<file path="src/rtl/apb_master_ctrl_if.sv">
//------------------------------------------------------------------------------
// apb_master_ctrl_if
// Bundles the command port, response port and APB4 bus of apb_master_ctrl.
//   master modport : view of the APB initiator (apb_master_ctrl)
//   slave  modport : view of the environment (command source, response sink
//                    and APB completer)
// Signals:
//   cmd_valid/cmd_ready/cmd_write/cmd_addr/cmd_wdata/cmd_strb : command port
//   rsp_valid/rsp_ready/rsp_rdata/rsp_err/rsp_timeout         : response port
//   psel/penable/paddr/pwrite/pwdata/pstrb/prdata/pready/pslverr : APB4 bus
//------------------------------------------------------------------------------
interface apb_master_ctrl_if #(
    parameter int ADDR_W = 32,
    parameter int DATA_W = 32
);
    localparam int STRB_W = DATA_W / 8;

    logic              cmd_valid;
    logic              cmd_ready;
    logic              cmd_write;
    logic [ADDR_W-1:0] cmd_addr;
    logic [DATA_W-1:0] cmd_wdata;
    logic [STRB_W-1:0] cmd_strb;

    logic              rsp_valid;
    logic              rsp_ready;
    logic [DATA_W-1:0] rsp_rdata;
    logic              rsp_err;
    logic              rsp_timeout;

    logic              psel;
    logic              penable;
    logic [ADDR_W-1:0] paddr;
    logic              pwrite;
    logic [DATA_W-1:0] pwdata;
    logic [STRB_W-1:0] pstrb;
    logic [DATA_W-1:0] prdata;
    logic              pready;
    logic              pslverr;

    modport master (
        input  cmd_valid, cmd_write, cmd_addr, cmd_wdata, cmd_strb,
        output cmd_ready,
        output rsp_valid, rsp_rdata, rsp_err, rsp_timeout,
        input  rsp_ready,
        output psel, penable, paddr, pwrite, pwdata, pstrb,
        input  prdata, pready, pslverr
    );

    modport slave (
        output cmd_valid, cmd_write, cmd_addr, cmd_wdata, cmd_strb,
        input  cmd_ready,
        input  rsp_valid, rsp_rdata, rsp_err, rsp_timeout,
        output rsp_ready,
        input  psel, penable, paddr, pwrite, pwdata, pstrb,
        output prdata, pready, pslverr
    );
endinterface

</file>
<file path="src/rtl/apb_master_ctrl.sv">
//------------------------------------------------------------------------------
// apb_master_ctrl
// APB4 initiator: accepts one read/write command at a time on a valid/ready
// command port, runs the APB SETUP/ACCESS sequence and returns read data and
// error status on a valid/ready response port. A wait-state counter aborts
// transfers to a slave that never raises pready (TIMEOUT=0 disables it).
// Ports:
//   clk  : clock
//   rstn : synchronous active-low reset
//   bus  : apb_master_ctrl_if.master (command, response and APB4 signals)
// All bus outputs are registered except cmd_ready, which decodes the state.
//------------------------------------------------------------------------------
module apb_master_ctrl #(
    parameter int ADDR_W  = 32,
    parameter int DATA_W  = 32,
    parameter int TIMEOUT = 256
) (
    input  logic                    clk,
    input  logic                    rstn,
    apb_master_ctrl_if.master       bus
);
    localparam int STRB_W = DATA_W / 8;
    localparam int CNT_W  = (TIMEOUT > 1) ? $clog2(TIMEOUT) : 1;
    // Counter value seen during the TIMEOUT-th wait cycle of ACCESS.
    localparam logic [CNT_W-1:0] LP_TO_LAST = CNT_W'((TIMEOUT > 0) ? TIMEOUT - 1 : 0);

    typedef enum logic [1:0] {
        ST_IDLE   = 2'd0,
        ST_SETUP  = 2'd1,
        ST_ACCESS = 2'd2,
        ST_RESP   = 2'd3
    } state_t;

    state_t            r_state,       w_state;
    logic              r_psel,        w_psel;
    logic              r_penable,     w_penable;
    logic [ADDR_W-1:0] r_paddr,       w_paddr;
    logic              r_pwrite,      w_pwrite;
    logic [DATA_W-1:0] r_pwdata,      w_pwdata;
    logic [STRB_W-1:0] r_pstrb,       w_pstrb;
    logic              r_rsp_valid,   w_rsp_valid;
    logic [DATA_W-1:0] r_rsp_rdata,   w_rsp_rdata;
    logic              r_rsp_err,     w_rsp_err;
    logic              r_rsp_timeout, w_rsp_timeout;
    logic [CNT_W-1:0]  r_cnt,         w_cnt;

    // Next-state and next-output logic
    always_comb begin
        w_state       = r_state;
        w_psel        = r_psel;
        w_penable     = r_penable;
        w_paddr       = r_paddr;
        w_pwrite      = r_pwrite;
        w_pwdata      = r_pwdata;
        w_pstrb       = r_pstrb;
        w_rsp_valid   = r_rsp_valid;
        w_rsp_rdata   = r_rsp_rdata;
        w_rsp_err     = r_rsp_err;
        w_rsp_timeout = r_rsp_timeout;
        w_cnt         = r_cnt;

        case (r_state)
            ST_IDLE: begin
                if (bus.cmd_valid) begin
                    w_paddr   = bus.cmd_addr;
                    w_pwrite  = bus.cmd_write;
                    w_pwdata  = bus.cmd_wdata;
                    // Reads drive no strobes on APB4.
                    w_pstrb   = bus.cmd_write ? bus.cmd_strb : '0;
                    w_psel    = 1'b1;
                    w_penable = 1'b0;
                    w_state   = ST_SETUP;
                end
            end

            ST_SETUP: begin
                w_penable = 1'b1;
                w_cnt     = '0;
                w_state   = ST_ACCESS;
            end

            ST_ACCESS: begin
                if (bus.pready) begin
                    // pready has priority over a timeout in the same cycle.
                    w_rsp_rdata   = r_pwrite ? '0 : bus.prdata;
                    w_rsp_err     = bus.pslverr;
                    w_rsp_timeout = 1'b0;
                    w_rsp_valid   = 1'b1;
                    w_psel        = 1'b0;
                    w_penable     = 1'b0;
                    w_state       = ST_RESP;
                end else if ((TIMEOUT > 0) && (r_cnt == LP_TO_LAST)) begin
                    w_rsp_rdata   = '0;
                    w_rsp_err     = 1'b1;
                    w_rsp_timeout = 1'b1;
                    w_rsp_valid   = 1'b1;
                    w_psel        = 1'b0;
                    w_penable     = 1'b0;
                    w_state       = ST_RESP;
                end else if (TIMEOUT > 0) begin
                    w_cnt = r_cnt + 1'b1;
                end
            end

            ST_RESP: begin
                if (bus.rsp_ready) begin
                    w_rsp_valid = 1'b0;
                    w_state     = ST_IDLE;
                end
            end

            default: begin
                w_state = ST_IDLE;
            end
        endcase
    end

    // State and output registers
    always_ff @(posedge clk) begin
        if (!rstn) begin
            r_state       <= ST_IDLE;
            r_psel        <= 1'b0;
            r_penable     <= 1'b0;
            r_paddr       <= '0;
            r_pwrite      <= 1'b0;
            r_pwdata      <= '0;
            r_pstrb       <= '0;
            r_rsp_valid   <= 1'b0;
            r_rsp_rdata   <= '0;
            r_rsp_err     <= 1'b0;
            r_rsp_timeout <= 1'b0;
            r_cnt         <= '0;
        end else begin
            r_state       <= w_state;
            r_psel        <= w_psel;
            r_penable     <= w_penable;
            r_paddr       <= w_paddr;
            r_pwrite      <= w_pwrite;
            r_pwdata      <= w_pwdata;
            r_pstrb       <= w_pstrb;
            r_rsp_valid   <= w_rsp_valid;
            r_rsp_rdata   <= w_rsp_rdata;
            r_rsp_err     <= w_rsp_err;
            r_rsp_timeout <= w_rsp_timeout;
            r_cnt         <= w_cnt;
        end
    end

    // Gated by rstn so no command is taken while reset is being applied.
    assign bus.cmd_ready   = (r_state == ST_IDLE) && rstn;
    assign bus.psel        = r_psel;
    assign bus.penable     = r_penable;
    assign bus.paddr       = r_paddr;
    assign bus.pwrite      = r_pwrite;
    assign bus.pwdata      = r_pwdata;
    assign bus.pstrb       = r_pstrb;
    assign bus.rsp_valid   = r_rsp_valid;
    assign bus.rsp_rdata   = r_rsp_rdata;
    assign bus.rsp_err     = r_rsp_err;
    assign bus.rsp_timeout = r_rsp_timeout;

endmodule

</file>
<file path="src/flat_wrapper.sv">
// flat-port wrapper written by rule: the top's interface ports become plain ports
module apb_master_ctrl_flat 
#(
    parameter int ADDR_W  = 32,
    parameter int DATA_W  = 32,
    parameter int TIMEOUT = 256
)
  (clk, rstn, bus_cmd_valid, bus_cmd_write, bus_cmd_addr, bus_cmd_wdata, bus_cmd_strb, bus_cmd_ready, bus_rsp_valid, bus_rsp_rdata, bus_rsp_err, bus_rsp_timeout, bus_rsp_ready, bus_psel, bus_penable, bus_paddr, bus_pwrite, bus_pwdata, bus_pstrb, bus_prdata, bus_pready, bus_pslverr);
  apb_master_ctrl_if #(.ADDR_W(ADDR_W), .DATA_W(DATA_W)) bus_i ();
  input  logic clk;
  input  logic rstn;
  input wire logic [$bits(bus_i.cmd_valid)-1:0] bus_cmd_valid;
  input wire logic [$bits(bus_i.cmd_write)-1:0] bus_cmd_write;
  input wire logic [$bits(bus_i.cmd_addr)-1:0] bus_cmd_addr;
  input wire logic [$bits(bus_i.cmd_wdata)-1:0] bus_cmd_wdata;
  input wire logic [$bits(bus_i.cmd_strb)-1:0] bus_cmd_strb;
  output wire logic [$bits(bus_i.cmd_ready)-1:0] bus_cmd_ready;
  output wire logic [$bits(bus_i.rsp_valid)-1:0] bus_rsp_valid;
  output wire logic [$bits(bus_i.rsp_rdata)-1:0] bus_rsp_rdata;
  output wire logic [$bits(bus_i.rsp_err)-1:0] bus_rsp_err;
  output wire logic [$bits(bus_i.rsp_timeout)-1:0] bus_rsp_timeout;
  input wire logic [$bits(bus_i.rsp_ready)-1:0] bus_rsp_ready;
  output wire logic [$bits(bus_i.psel)-1:0] bus_psel;
  output wire logic [$bits(bus_i.penable)-1:0] bus_penable;
  output wire logic [$bits(bus_i.paddr)-1:0] bus_paddr;
  output wire logic [$bits(bus_i.pwrite)-1:0] bus_pwrite;
  output wire logic [$bits(bus_i.pwdata)-1:0] bus_pwdata;
  output wire logic [$bits(bus_i.pstrb)-1:0] bus_pstrb;
  input wire logic [$bits(bus_i.prdata)-1:0] bus_prdata;
  input wire logic [$bits(bus_i.pready)-1:0] bus_pready;
  input wire logic [$bits(bus_i.pslverr)-1:0] bus_pslverr;
  assign bus_i.cmd_valid = bus_cmd_valid;
  assign bus_i.cmd_write = bus_cmd_write;
  assign bus_i.cmd_addr = bus_cmd_addr;
  assign bus_i.cmd_wdata = bus_cmd_wdata;
  assign bus_i.cmd_strb = bus_cmd_strb;
  assign bus_cmd_ready = bus_i.cmd_ready;
  assign bus_rsp_valid = bus_i.rsp_valid;
  assign bus_rsp_rdata = bus_i.rsp_rdata;
  assign bus_rsp_err = bus_i.rsp_err;
  assign bus_rsp_timeout = bus_i.rsp_timeout;
  assign bus_i.rsp_ready = bus_rsp_ready;
  assign bus_psel = bus_i.psel;
  assign bus_penable = bus_i.penable;
  assign bus_paddr = bus_i.paddr;
  assign bus_pwrite = bus_i.pwrite;
  assign bus_pwdata = bus_i.pwdata;
  assign bus_pstrb = bus_i.pstrb;
  assign bus_i.prdata = bus_prdata;
  assign bus_i.pready = bus_pready;
  assign bus_i.pslverr = bus_pslverr;
  apb_master_ctrl #(.ADDR_W(ADDR_W), .DATA_W(DATA_W), .TIMEOUT(TIMEOUT)) u_core (.clk(clk), .rstn(rstn), .bus(bus_i));
endmodule
</file>
<file path="config.mk">
export PLATFORM = sky130hd
export DESIGN_NAME = apb_master_ctrl_flat
export DESIGN_NICKNAME = d
export VERILOG_FILES = /design/src/rtl/apb_master_ctrl_if.sv /design/src/rtl/apb_master_ctrl.sv /design/src/flat_wrapper.sv
export SDC_FILE = /design/constraint.sdc
export NUM_CORES = 1
export LEC_CHECK = 0
export BUFFER_PORTS_ARGS = -buffer_cell sky130_fd_sc_hd__buf_2
export CAP_MARGIN = 20
export CELL_PAD_IN_SITES_DETAIL_PLACEMENT = 1
export CELL_PAD_IN_SITES_GLOBAL_PLACEMENT = 2
export CORE_MARGIN = 2
export CORE_UTILIZATION = 27
export CTS_BUF_LIST = sky130_fd_sc_hd__clkbuf_4 sky130_fd_sc_hd__clkbuf_8 sky130_fd_sc_hd__clkbuf_16
export DETAILED_ROUTE_END_ITERATION = 7
export HOLD_SLACK_MARGIN = 0.05
export PLACE_DENSITY = 0.91
export SETUP_SLACK_MARGIN = 0.02
export SLEW_MARGIN = 0
export SYNTH_ARGS = -nofsm -noshare
export SYNTH_HDL_FRONTEND = slang
export SYNTH_SLANG_ARGS = --single-unit
</file>
<file path="constraint.sdc">
create_clock -name clk -period 3.7 [get_ports clk]
set_input_delay 0.925 -clock clk [delete_from_list [all_inputs] [get_ports clk]]
set_output_delay 0.925 -clock clk [all_outputs]
set_load 0.02 [all_outputs]
</file>
==> flow_summary.ini <==
[outcome]
outcome = complete, no violations

[layout]
diodes = 0
layout-drive-gt1-share = 0.356
layoutNonFillerInstCount = 939
nNetsFinal = 818
area_delta_synth_final_pct = 41.2
fin_area_mm2 = 0.00635

[power]
internal_power_mw = 2.95
irDropWorstVdd_uv = 294
swShare = 0.322
combinationalPowerShare = 0.256
seqPwrFrac = 0.352
power_switching_mw = 1.40
clock_power_share = 0.391
powerDensity_mw_per_mm2 = 685
total_leakage_power_nw = 2.87
p_total_mw = 4.35

[yosys]
synth.top_cell.area_share = 0.517
synth_nets = 616
netlist-cell-type-count = 36
synth_warnings = 0
synth_common_cells = 146 x nand2_1, 116 x dfxtp_1, 70 x a21boi_0
synth.yosys.seq_area_share = 0.517
syn_area_mm2 = 0.00449
synthFlopType = dfxtp_1
synth-edff-count = 0
async_flop_share = 0
yosys.area.top_type = dfxtp_1
ys_ff_latch = 116
avgSynthCellArea_um2 = 8.92
yosys.cell_count.top_type = nand2_1
syn_inst = 504
synthTopCellsByArea = dfxtp_1 52%, nand2_1 12%, a21boi_0 12%

[critical_path]
cp-end-kind = primary output
worst-setup-path-type = register to primary output
critPathArrivalTime_ns = 1.45
critical-path-slowest-cell = dfxtp_1
critPathRequiredTime_ns = 2.77
critPathMaxStageDelay_ns = 0.38
start_kind = register
cp_max_fo = 5
cp_cell_sequence = inv_1 -> ha_1 -> and2_1 -> buf_2

[clocking]
cts_sinks = 116
numCtsBuffers = 17
cts_tree = built
post_cts_buffers = 0
cts-resized-gates = 0
hold_buffers = 0
cts_root_buffer = clkbuf_16
clockBufferDepth = 2
clkTransAtPathRegs_ns = 0.05
clock_latency_ns = 0.41
cts_max_level = 4

[timing]
finalMaxSlewViolations = 0
skew_ns = 0.00530
setup_violations = 0
tns_ns = 0
fmax_ghz = 0.421
fin_crit_ns = 2.38
relSlewSlack = 0.473
finalHoldViolCount = 0
period_share = 0.643
rsz0062_at_grt = false
tightest_slew_ns = 0.784

[hold_path]
hold_path.class = register to register

[global_routing]
use_met3 = 0.0540
grt_pass1_wl_um = 21300
globalRouteMet1Util = 0.190
track_usage = 0.152
grt_antenna_before_repair = 0
grt_pass1_vias = 4263
grt.met2_usage = 0.236
grt-busiest-layer = met2
grt_start_max_net_pins = 70
grt_remaining_overflow = 0

[die]
die_h_um = 133
core_mm2 = 0.0164
initial_core_util = 0.274
die_x_um = 133
dieArea_mm2 = 0.0177
rows = 47
io_pins = 214

[drt]
wl_per_cell_um = 14.1
routed_wirelength_um = 13200
viasPerCell = 4.43
first_iter_violations = 176
drtPass1Iterations = 4
drc_errors = 0
vias = 4161
route.antenna.remaining_nets = 0

[place]
placed_area_mm2 = 0.00573
place_inst = 907
port_buffers = 213
gp_congestion = 0.696
hpwl_um = 9030

[flow_run]
cap_violations = 0
-- logic make-up after synthesis --
logic type	after synthesis	share of synthesized area
AOI/OAI and AO/OA	126	0.210
buffers and inverters	43	0.0443
and+or+nand+nor	211	0.208
adders and majority gates	5	0.0139
muxes	3	0.00668
DFF	116	0.517
-- cell type report --
class,instances,area (um2)
inverters,7,26.3
repair buffers,219,1120
well taps,220,275
fillers,2006,10100
multi-input cells,345,1980
flip-flops and latches,116,2320
clock inverters,9,125
clock buffers,23,495
-- power groups by stage --
stage          clock network (mW)  registers [mW]  logic, mW
2_1_floorplan                   0            1.76      0.523
6_report                     1.70            1.53       1.11
5_1_grt                      1.81            1.55       1.25
4_1_cts                      1.75            1.53       1.14
3_5_place_dp                    0            1.56       1.14
3_3_place_gp                    0            1.55       1.12
-- worst max-delay path: cells and delay by family, from the launching register on --
| family | cells | cell delay [ns] |
|---|---|---|
| AND/OR/NAND/NOR | 1 | 0.17 |
| adder cells (fa/ha/maj) | 1 | 0.26 |
| flip-flops | 1 | 0.38 |
| buffers and inverters | 2 | 0.24 |
-- worst paths after layout --
path / from / end / slack [ns] / cells past startpoint
worst max-delay path: u_core.r_state[0] / bus_cmd_ready / 1.32 / 4
worst min-delay path: u_core.bus.rsp_err / u_core.bus.rsp_err / 0.46 / 2
worst max register to register: u_core.r_state[0] / u_core.r_cnt[7] / 1.68 / 6
worst min register to register: u_core.bus.rsp_err / u_core.bus.rsp_err / 0.46 / 2
-- flip-flops by register name (all words and copies together) (netlist names), 2 cells and up --
name,count
u_core.r_cnt,8
u_core.bus.rsp_rdata,32
u_core.bus.paddr,32
u_core.bus.pstrb,4
u_core.r_state,2
u_core.bus.pwdata,32
-- layer usage --
layer / vias to the layer above / part of all wire
met5: - / 0
met4: 0 / 0.018
met3: 16 / 0.080
met2: 149 / 0.44
met1: 1893 / 0.46
li1: 2103 / -
-- per-stage QoR --
stage | util | worst slack, ns | hold slack (ns)
4_1_cts | 0.387 | 1.29 | 0.457
5_1_grt | 0.387 | 1.24 | 0.485
2_1_floorplan | - | 1.08 | 0.468
3_5_place_dp | 0.349 | 1.20 | 0.449
6_report | 0.387 | 1.32 | 0.458
3_3_place_gp | 0.349 | 1.24 | 0.433
-- layout by cell type (no fill, tap or decap), drive strengths merged, types with 3 or more instances in the layout --
master  netlist  final
buf          10    219
nand2       146    146
dfxtp       116    116
a21boi       71     71
nor2b        33     33
a22oi        32     32
clkbuf       26     23
nand3         8      8
inv           7      7
nor2          7      7
nand4         6      6
o21ai         6      6
ha            5      5
o21a          4      4
clkinv        0      4
and2          4      4
mux2i         3      3
o311ai        3      3
bufinv        0      3
Power figures use the tool's default switching activity.
